==> src/rtl/io_bus_arbiter_pkg.sv <==
// io_bus_arbiter_pkg: shared core/request/response types, arbiter FSM states and the one-hot-to-index helper
package io_bus_arbiter_pkg;
  localparam int NUM_CORES = 4;
  localparam int IO_ARB_PERF_EVENTS = 2;
  typedef logic [3:0] core_id_t;
  typedef logic [1:0] thread_idx_t;
  typedef struct packed {
    logic        is_store;
    logic [31:0] address;
    logic [31:0] value;
    thread_idx_t thread_idx;
  } ioreq_packet_t;
  typedef struct packed {
    core_id_t    core;
    thread_idx_t thread_idx;
    logic [31:0] read_value;
  } iorsp_packet_t;
  typedef enum logic [1:0] {IO_ARB_IDLE, IO_ARB_ISSUE, IO_ARB_READ_WAIT, IO_ARB_RESPOND} io_arb_state_t;
  function automatic core_id_t oh_to_idx(input logic [15:0] oh);
    core_id_t idx = '0;
    for (int i = 0; i < 16; i++) if (oh[i]) idx |= core_id_t'(i);
    return idx;
  endfunction
endpackage

==> src/rtl/io_bus_interface.sv <==
// io_bus_interface: non-cached peripheral I/O bus (master drives enables/address/data, slave returns read_data)
interface io_bus_interface;
  logic        write_en;
  logic        read_en;
  logic [31:0] address;
  logic [31:0] write_data;
  logic [31:0] read_data;
  modport master(output write_en, read_en, address, write_data, input read_data);
  modport slave(input write_en, read_en, address, write_data, output read_data);
endinterface

==> src/rtl/io_bus_arbiter_rr.sv <==
// rr_arbiter: round-robin one-hot grant; owns last_grant, which moves on update_lru
// Ports: clk, reset_n (async active-low), request (bitmap), update_lru (strobe), grant_oh (one-hot, combinational)
module rr_arbiter #(
  parameter int NUM_REQUESTERS = 4
) (
  input  logic                      clk,
  input  logic                      reset_n,
  input  logic [NUM_REQUESTERS-1:0] request,
  input  logic                      update_lru,
  output logic [NUM_REQUESTERS-1:0] grant_oh
);
  localparam int IW = NUM_REQUESTERS > 1 ? $clog2(NUM_REQUESTERS) : 1;
  logic [IW-1:0] last_grant, grant_idx;
  logic [NUM_REQUESTERS-1:0] above, sel;
  // Requests above last_grant win first; otherwise wrap to the lowest request.
  always_comb begin
    above = '0;
    for (int i = 0; i < NUM_REQUESTERS; i++) above[i] = i > int'(last_grant);
    sel = |(request & above) ? request & above : request;
    grant_oh = sel & -sel;
  end
  always_comb begin
    grant_idx = '0;
    for (int i = 0; i < NUM_REQUESTERS; i++) if (grant_oh[i]) grant_idx = IW'(i);
  end
  always_ff @(posedge clk or negedge reset_n)
    if (!reset_n) last_grant <= IW'(NUM_REQUESTERS - 1);
    else if (update_lru && |request) last_grant <= grant_idx;
endmodule

==> src/rtl/io_bus_arbiter.sv <==
// io_bus_arbiter: round-robin sharing of the I/O bus master port between cores, one transaction in flight
// Ports: clk, reset_n (async active-low); req_valid/req_packet/req_ack per core; rsp_valid/rsp_packet
//        tagged response pulse; io_bus master port; perf_events {wait, grant} pulses.
// Build option: define IO_BUS_ARBITER_PERF_EN to generate perf_events, otherwise it is tied to 0.
module io_bus_arbiter
  import io_bus_arbiter_pkg::*;
#(
  parameter int NUM_REQUESTERS = NUM_CORES
) (
  input  logic                          clk,
  input  logic                          reset_n,
  input  logic [NUM_REQUESTERS-1:0]     req_valid,
  input  ioreq_packet_t                 req_packet [NUM_REQUESTERS],
  output logic [NUM_REQUESTERS-1:0]     req_ack,
  output logic                          rsp_valid,
  output iorsp_packet_t                 rsp_packet,
  io_bus_interface.master               io_bus,
  output logic [IO_ARB_PERF_EVENTS-1:0] perf_events
);
  io_arb_state_t state, state_nxt;
  logic [NUM_REQUESTERS-1:0] grant, ack_d;
  ioreq_packet_t pkt, pkt_sel;
  core_id_t idx;
  logic grant_now, issue, respond;
  assign grant_now = state == IO_ARB_IDLE && |req_valid;
  assign issue = state == IO_ARB_ISSUE;
  assign respond = state == IO_ARB_RESPOND;
  rr_arbiter #(.NUM_REQUESTERS(NUM_REQUESTERS)) u_rr (
    .clk(clk),
    .reset_n(reset_n),
    .request(req_valid),
    .update_lru(grant_now),
    .grant_oh(grant)
  );
  always_ff @(posedge clk or negedge reset_n)
    if (!reset_n) state <= IO_ARB_IDLE;
    else state <= state_nxt;
  always_comb begin
    state_nxt = IO_ARB_IDLE;
    case (state)
      IO_ARB_IDLE:      state_nxt = |req_valid ? IO_ARB_ISSUE : IO_ARB_IDLE;
      IO_ARB_ISSUE:     state_nxt = pkt.is_store ? IO_ARB_RESPOND : IO_ARB_READ_WAIT;
      IO_ARB_READ_WAIT: state_nxt = IO_ARB_RESPOND;
      default:          state_nxt = IO_ARB_IDLE;
    endcase
  end
  always_comb begin
    ack_d = grant_now ? grant : '0;
    pkt_sel = '0;
    for (int i = 0; i < NUM_REQUESTERS; i++) if (grant[i]) pkt_sel = req_packet[i];
  end
  // Outputs are registered from the current state, so each bus phase appears one cycle after
  // its state; load data therefore arrives during RESPOND and is sampled there.
  always_ff @(posedge clk or negedge reset_n)
    if (!reset_n) begin
      req_ack <= '0;
      rsp_valid <= 1'b0;
      rsp_packet <= '0;
      io_bus.write_en <= 1'b0;
      io_bus.read_en <= 1'b0;
      io_bus.address <= '0;
      io_bus.write_data <= '0;
      pkt <= '0;
      idx <= '0;
    end else begin
      req_ack <= ack_d;
      io_bus.write_en <= issue && pkt.is_store;
      io_bus.read_en <= issue && !pkt.is_store;
      io_bus.address <= issue ? pkt.address : '0;
      io_bus.write_data <= issue ? pkt.value : '0;
      rsp_valid <= respond;
      if (grant_now) begin
        pkt <= pkt_sel;
        idx <= oh_to_idx(16'(grant));
      end
      if (respond) rsp_packet <= '{core: idx, thread_idx: pkt.thread_idx, read_value: pkt.is_store ? '0 : io_bus.read_data};
    end
`ifdef IO_BUS_ARBITER_PERF_EN
  always_ff @(posedge clk or negedge reset_n)
    if (!reset_n) perf_events <= '0;
    else perf_events <= {|(req_valid & ~ack_d), grant_now};
`else
  assign perf_events = '0;
`endif
endmodule

==> src/flat_wrapper.sv <==
// flat-port wrapper written by rule: the top's interface ports become plain ports
module io_bus_arbiter_flat import io_bus_arbiter_pkg::*;
#(
  parameter int NUM_REQUESTERS = NUM_CORES
)
  (clk, reset_n, req_valid, req_packet, req_ack, rsp_valid, rsp_packet, perf_events, io_bus_write_en, io_bus_read_en, io_bus_address, io_bus_write_data, io_bus_read_data);
  io_bus_interface io_bus_i ();
  input  logic clk;
  input  logic reset_n;
  input  logic [NUM_REQUESTERS-1:0] req_valid;
  input  ioreq_packet_t req_packet[NUM_REQUESTERS];
  output logic [NUM_REQUESTERS-1:0] req_ack;
  output logic rsp_valid;
  output iorsp_packet_t rsp_packet;
  output logic [IO_ARB_PERF_EVENTS-1:0] perf_events;
  output wire logic [$bits(io_bus_i.write_en)-1:0] io_bus_write_en;
  output wire logic [$bits(io_bus_i.read_en)-1:0] io_bus_read_en;
  output wire logic [$bits(io_bus_i.address)-1:0] io_bus_address;
  output wire logic [$bits(io_bus_i.write_data)-1:0] io_bus_write_data;
  input wire logic [$bits(io_bus_i.read_data)-1:0] io_bus_read_data;
  assign io_bus_write_en = io_bus_i.write_en;
  assign io_bus_read_en = io_bus_i.read_en;
  assign io_bus_address = io_bus_i.address;
  assign io_bus_write_data = io_bus_i.write_data;
  assign io_bus_i.read_data = io_bus_read_data;
  io_bus_arbiter #(.NUM_REQUESTERS(NUM_REQUESTERS)) u_core (.clk(clk), .reset_n(reset_n), .req_valid(req_valid), .req_packet(req_packet), .req_ack(req_ack), .rsp_valid(rsp_valid), .rsp_packet(rsp_packet), .io_bus(io_bus_i), .perf_events(perf_events));
endmodule
==> config.mk <==
export PLATFORM = sky130hd
export DESIGN_NAME = io_bus_arbiter_flat
export DESIGN_NICKNAME = d
export VERILOG_FILES = /design/src/rtl/io_bus_arbiter_pkg.sv /design/src/rtl/io_bus_interface.sv /design/src/rtl/io_bus_arbiter_rr.sv /design/src/rtl/io_bus_arbiter.sv /design/src/flat_wrapper.sv
export SDC_FILE = /design/constraint.sdc
export NUM_CORES = 1
export LEC_CHECK = 0
export BUFFER_PORTS_ARGS = -buffer_cell sky130_fd_sc_hd__buf_2
export CAP_MARGIN = 20
export CORE_MARGIN = 10
export CORE_UTILIZATION = 28
export CTS_BUF_LIST = sky130_fd_sc_hd__clkbuf_8
export DETAILED_ROUTE_END_ITERATION = 10
export GPL_TIMING_DRIVEN = 0
export PLACE_DENSITY_LB_ADDON = 0.05
export SETUP_SLACK_MARGIN = 0.3
export SLEW_MARGIN = 20
export SYNTH_ARGS = -nofsm -noshare
export SYNTH_HDL_FRONTEND = slang
export SYNTH_HIERARCHICAL = 1
export SYNTH_SLANG_ARGS = --single-unit
export TNS_END_PERCENT = 30
==> constraint.sdc <==
create_clock -name clk -period 5 [get_ports clk]
set_clock_uncertainty 0.15 [all_clocks]
set_input_delay 0.5 -clock clk [delete_from_list [all_inputs] [get_ports clk]]
set_output_delay 0.5 -clock clk [all_outputs]
set_load 0.005 [all_outputs]
==> results.json <==
{
  "pwr-share-comb_pct": 45.7,
  "yosysTopAreaCell": "dfrtp_1",
  "drive_gt1_share_pct": 41.8,
  "synth_cell_types": 40,
  "multi_input_area_um2": 3010,
  "synth.most_common_cell": "dfrtp_1",
  "clock_power_share_pct": 16.3,
  "clk_path_buf_depth": 2,
  "clk_pin_slew_worst_paths_ns": 0.11,
  "ys_ff_latch": 180,
  "setup_viol": 0,
  "netlist_area_um2": 8040,
  "wl_mm": 33.3,
  "design_area_um2": 11000,
  "fp.dieH_um": 189,
  "antenna_left": 0,
  "swShare_pct": 41.2,
  "routedWlPerCell_um": 21.2,
  "root_buffer": "clkbuf_8",
  "post-dp-hpwl_mm": 26.3,
  "worstPathMaxFanout": 10,
  "hold_viol_final": 0,
  "slew-limit-headroom_pct": 30.5,
  "grt_pass1_wl_mm": 49.7,
  "num_rows": 61,
  "tns_ns": 0,
  "seqPwrFrac_pct": 38.0,
  "start_util_pct": 28.6,
  "ios": 417,
  "max_freq_mhz": 338,
  "drv_cap": 0,
  "nets": 1491,
  "hold_path_class": "in2reg",
  "ir_drop_v": 0.000210,
  "worst_ep_arrival_time_ns": 3.15,
  "area_delta_synth_final_pct": 37.2,
  "drt-initial-drc-count": 541,
  "core_area_um2": 28100,
  "grt_max_degree": 92,
  "cts_buffers": 17,
  "grt_overflow": 0,
  "outcome": "finished clean",
  "routabilityCongestion": 0.790,
  "gr-usage-all-layers_pct": 17.9,
  "dpl-instance-area_um2": 10600,
  "cellPowerDensity_nw_per_um2": 533,
  "dieWidth_um": 189,
  "start_kind": "register",
  "clock_latency_ns": 0.45,
  "die_area_um2": 35900,
  "routed_via_density": 4.74,
  "synth_ff_type": "dfrtp_1",
  "cts_tree": "built",
  "grt_antenna_before_repair": 1,
  "synth_edf_count": 0,
  "setup.worst_path.end_class": "register",
  "portBuffers": 412,
  "synth_async_sr_flop_share_pct": 100,
  "yosysWarnings": 6,
  "netlist.area_leader.share_pct": 55.4,
  "seq_area_frac_synth_pct": 56.1,
  "netlist_instances": 743,
  "dp_slack_ns": 1.74,
  "slew_viol_final": 0,
  "p_leak_uw": 0.00559,
  "h-tree-depth": 4,
  "power.switching_uw": 2420,
  "worst_pin_slew_ns": 1.04,
  "synthTopCellsByArea": "dfrtp_1 55%, a221oi_1 6.6%, o31ai_1 6.2%",
  "critical_path_class": "reg2reg",
  "drt_first_pass_iters": 5,
  "worstPathRequired_ns": 5.19,
  "placedCellCount": 1538,
  "internal-power_uw": 3460,
  "vias": 7445,
  "grt_pass1_vias": 8170,
  "stdcell_count": 1571,
  "drc": 0,
  "rsz0062_at_grt": "false",
  "seqCellArea_um2": 4510,
  "post_synth.cell_area_avg_um2": 10.8,
  "worst_slack_ns": 2.04,
  "min_period_ns": 2.96,
  "cts_sinks": 180,
  "fin_crit_sh_pct": 59.1,
  "fillerInstances": 2960,
  "synth_common_cells": "178 x dfrtp_1, 68 x nand2_1, 67 x and2_1, 67 x o22ai_1, 66 x o31ai_1"
}
## logic make-up after synthesis
kind of cell    count (synthesis)  share of synthesized area, %
mux                             4                         0.560
other cells                     1                        0.0467
fa+ha+maj                       5                         0.778
buf+inv                       115                          6.62
flops                         180                          56.1
compound gates                250                          23.0
simple gates                  188                          12.9
## cell usage in the layout (no fill, tap or decap), types with 2 or more instances in the layout
| master | Yosys | final |
|---|---|---|
| nor2b_1 | 3 | 3 |
| clkbuf_1 | 34 | 34 |
| o21ai_0 | 35 | 35 |
| inv_1 | 39 | 40 |
| nand3b_1 | 32 | 32 |
| nand2_1 | 68 | 68 |
| buf_4 | 12 | 12 |
| clkinv_4 | 0 | 2 |
| o22ai_1 | 67 | 67 |
| nor2b_2 | 2 | 2 |
| buf_1 | 4 | 4 |
| mux2_2 | 4 | 4 |
| ha_1 | 5 | 5 |
| o31ai_1 | 66 | 66 |
| inv_8 | 0 | 3 |
| dfrtp_1 | 178 | 178 |
| a21oi_1 | 2 | 2 |
| buf_6 | 4 | 4 |
| a221oi_2 | 6 | 6 |
| nand2b_1 | 2 | 2 |
| a31oi_1 | 2 | 2 |
| clkbuf_8 | 0 | 18 |
| and2_1 | 67 | 67 |
| clkinvlp_4 | 0 | 2 |
| a221oi_1 | 61 | 61 |
| dfstp_2 | 2 | 2 |
| buf_2 | 20 | 431 |
| o41ai_1 | 3 | 3 |
| buf_16 | 0 | 2 |
| nor2_1 | 9 | 9 |
| inv_2 | 2 | 2 |
| inv_6 | 0 | 4 |
| conb_1 | 1 | 4 |
## stage by stage
stage	hold slack, ns	util, %	power (uW)
after floorplan	0.0544	-	3820
final	0.124	39.3	5880
after global placement	0.305	37.7	4990
after global routing	0.0821	39.3	6380
after CTS	0.0807	39.3	6000
after detailed placement	0.207	37.9	5010
## cell type report
type	count	share of cell area, %
inverters	41	1.40
flip-flops and latches	180	40.9
diodes	1	0.0227
repair buffers	415	19.4
clock inverters	13	1.10
well taps	378	4.29
clock buffers	18	2.25
plain buffers	74	3.43
multi-input cells	451	27.3
## registers in the layout, summed over array words and instances, names as in the netlist, 2 cells and up
signal / count
u_core/state: 2
u_core/idx: 2
u_core/pkt: 67
u_core/io_bus.address: 32
u_core/io_bus.write_data: 32
u_core/req_ack: 4
u_core/u_rr/last_grant: 2
u_core/rsp_packet: 36
## power groups by stage
stage / Sequential (uW) / Clock (uW) / Combinational, uW
after floorplan: 2260 / 0 / 1560
after global placement: 2250 / 0 / 2740
after detailed placement: 2270 / 0 / 2750
after CTS: 2240 / 1010 / 2750
after global routing: 2300 / 1060 / 3020
final: 2230 / 960 / 2690
## per-layer routing
metal	share of wire (%)	vias up	GRT usage [%]
met5	0	-	0
met4	1.1	0	3.85
met3	7.9	19	6.25
met2	49	277	30.0
met1	42	3547	21.6
li1	-	3602	-
## worst max-delay path, stage by stage (launching register included)
cell and delay [ns]:
dfstp_2 0.53, buf_2 0.19, o22ai_1 0.09, a32o_1 0.26
inv_2 0.22, clkbuf_1 0.81, o22ai_1 0.28, o31ai_1 0.33
## worst paths after layout
path / to / slack [ns] / from / cells after the start
max: u_core/pkt[66] / 2.04 / u_core/u_rr/last_grant[1] / 7
min: u_core/rsp_packet[21] / 0.12 / io_bus_read_data[21] / 3
max reg2reg: u_core/pkt[66] / 2.04 / u_core/u_rr/last_grant[1] / 7
min reg2reg: u_core/pkt[2] / 0.33 / u_core/pkt[2] / 2
max in group asynchronous: u_core/io_bus.address[1] / 3.63 / reset_n / 3
min in group asynchronous: u_core/rsp_packet[11] / 0.31 / reset_n / 2
## what timing repair did
item | CTS | global route
gates resized for setup | 0 | 0
buffers inserted | 0 | 0
endpoints found under the hold margin | 19 | 0
hold buffers | 1 | 0
No activity file was read; power rests on OpenSTA's default activity.
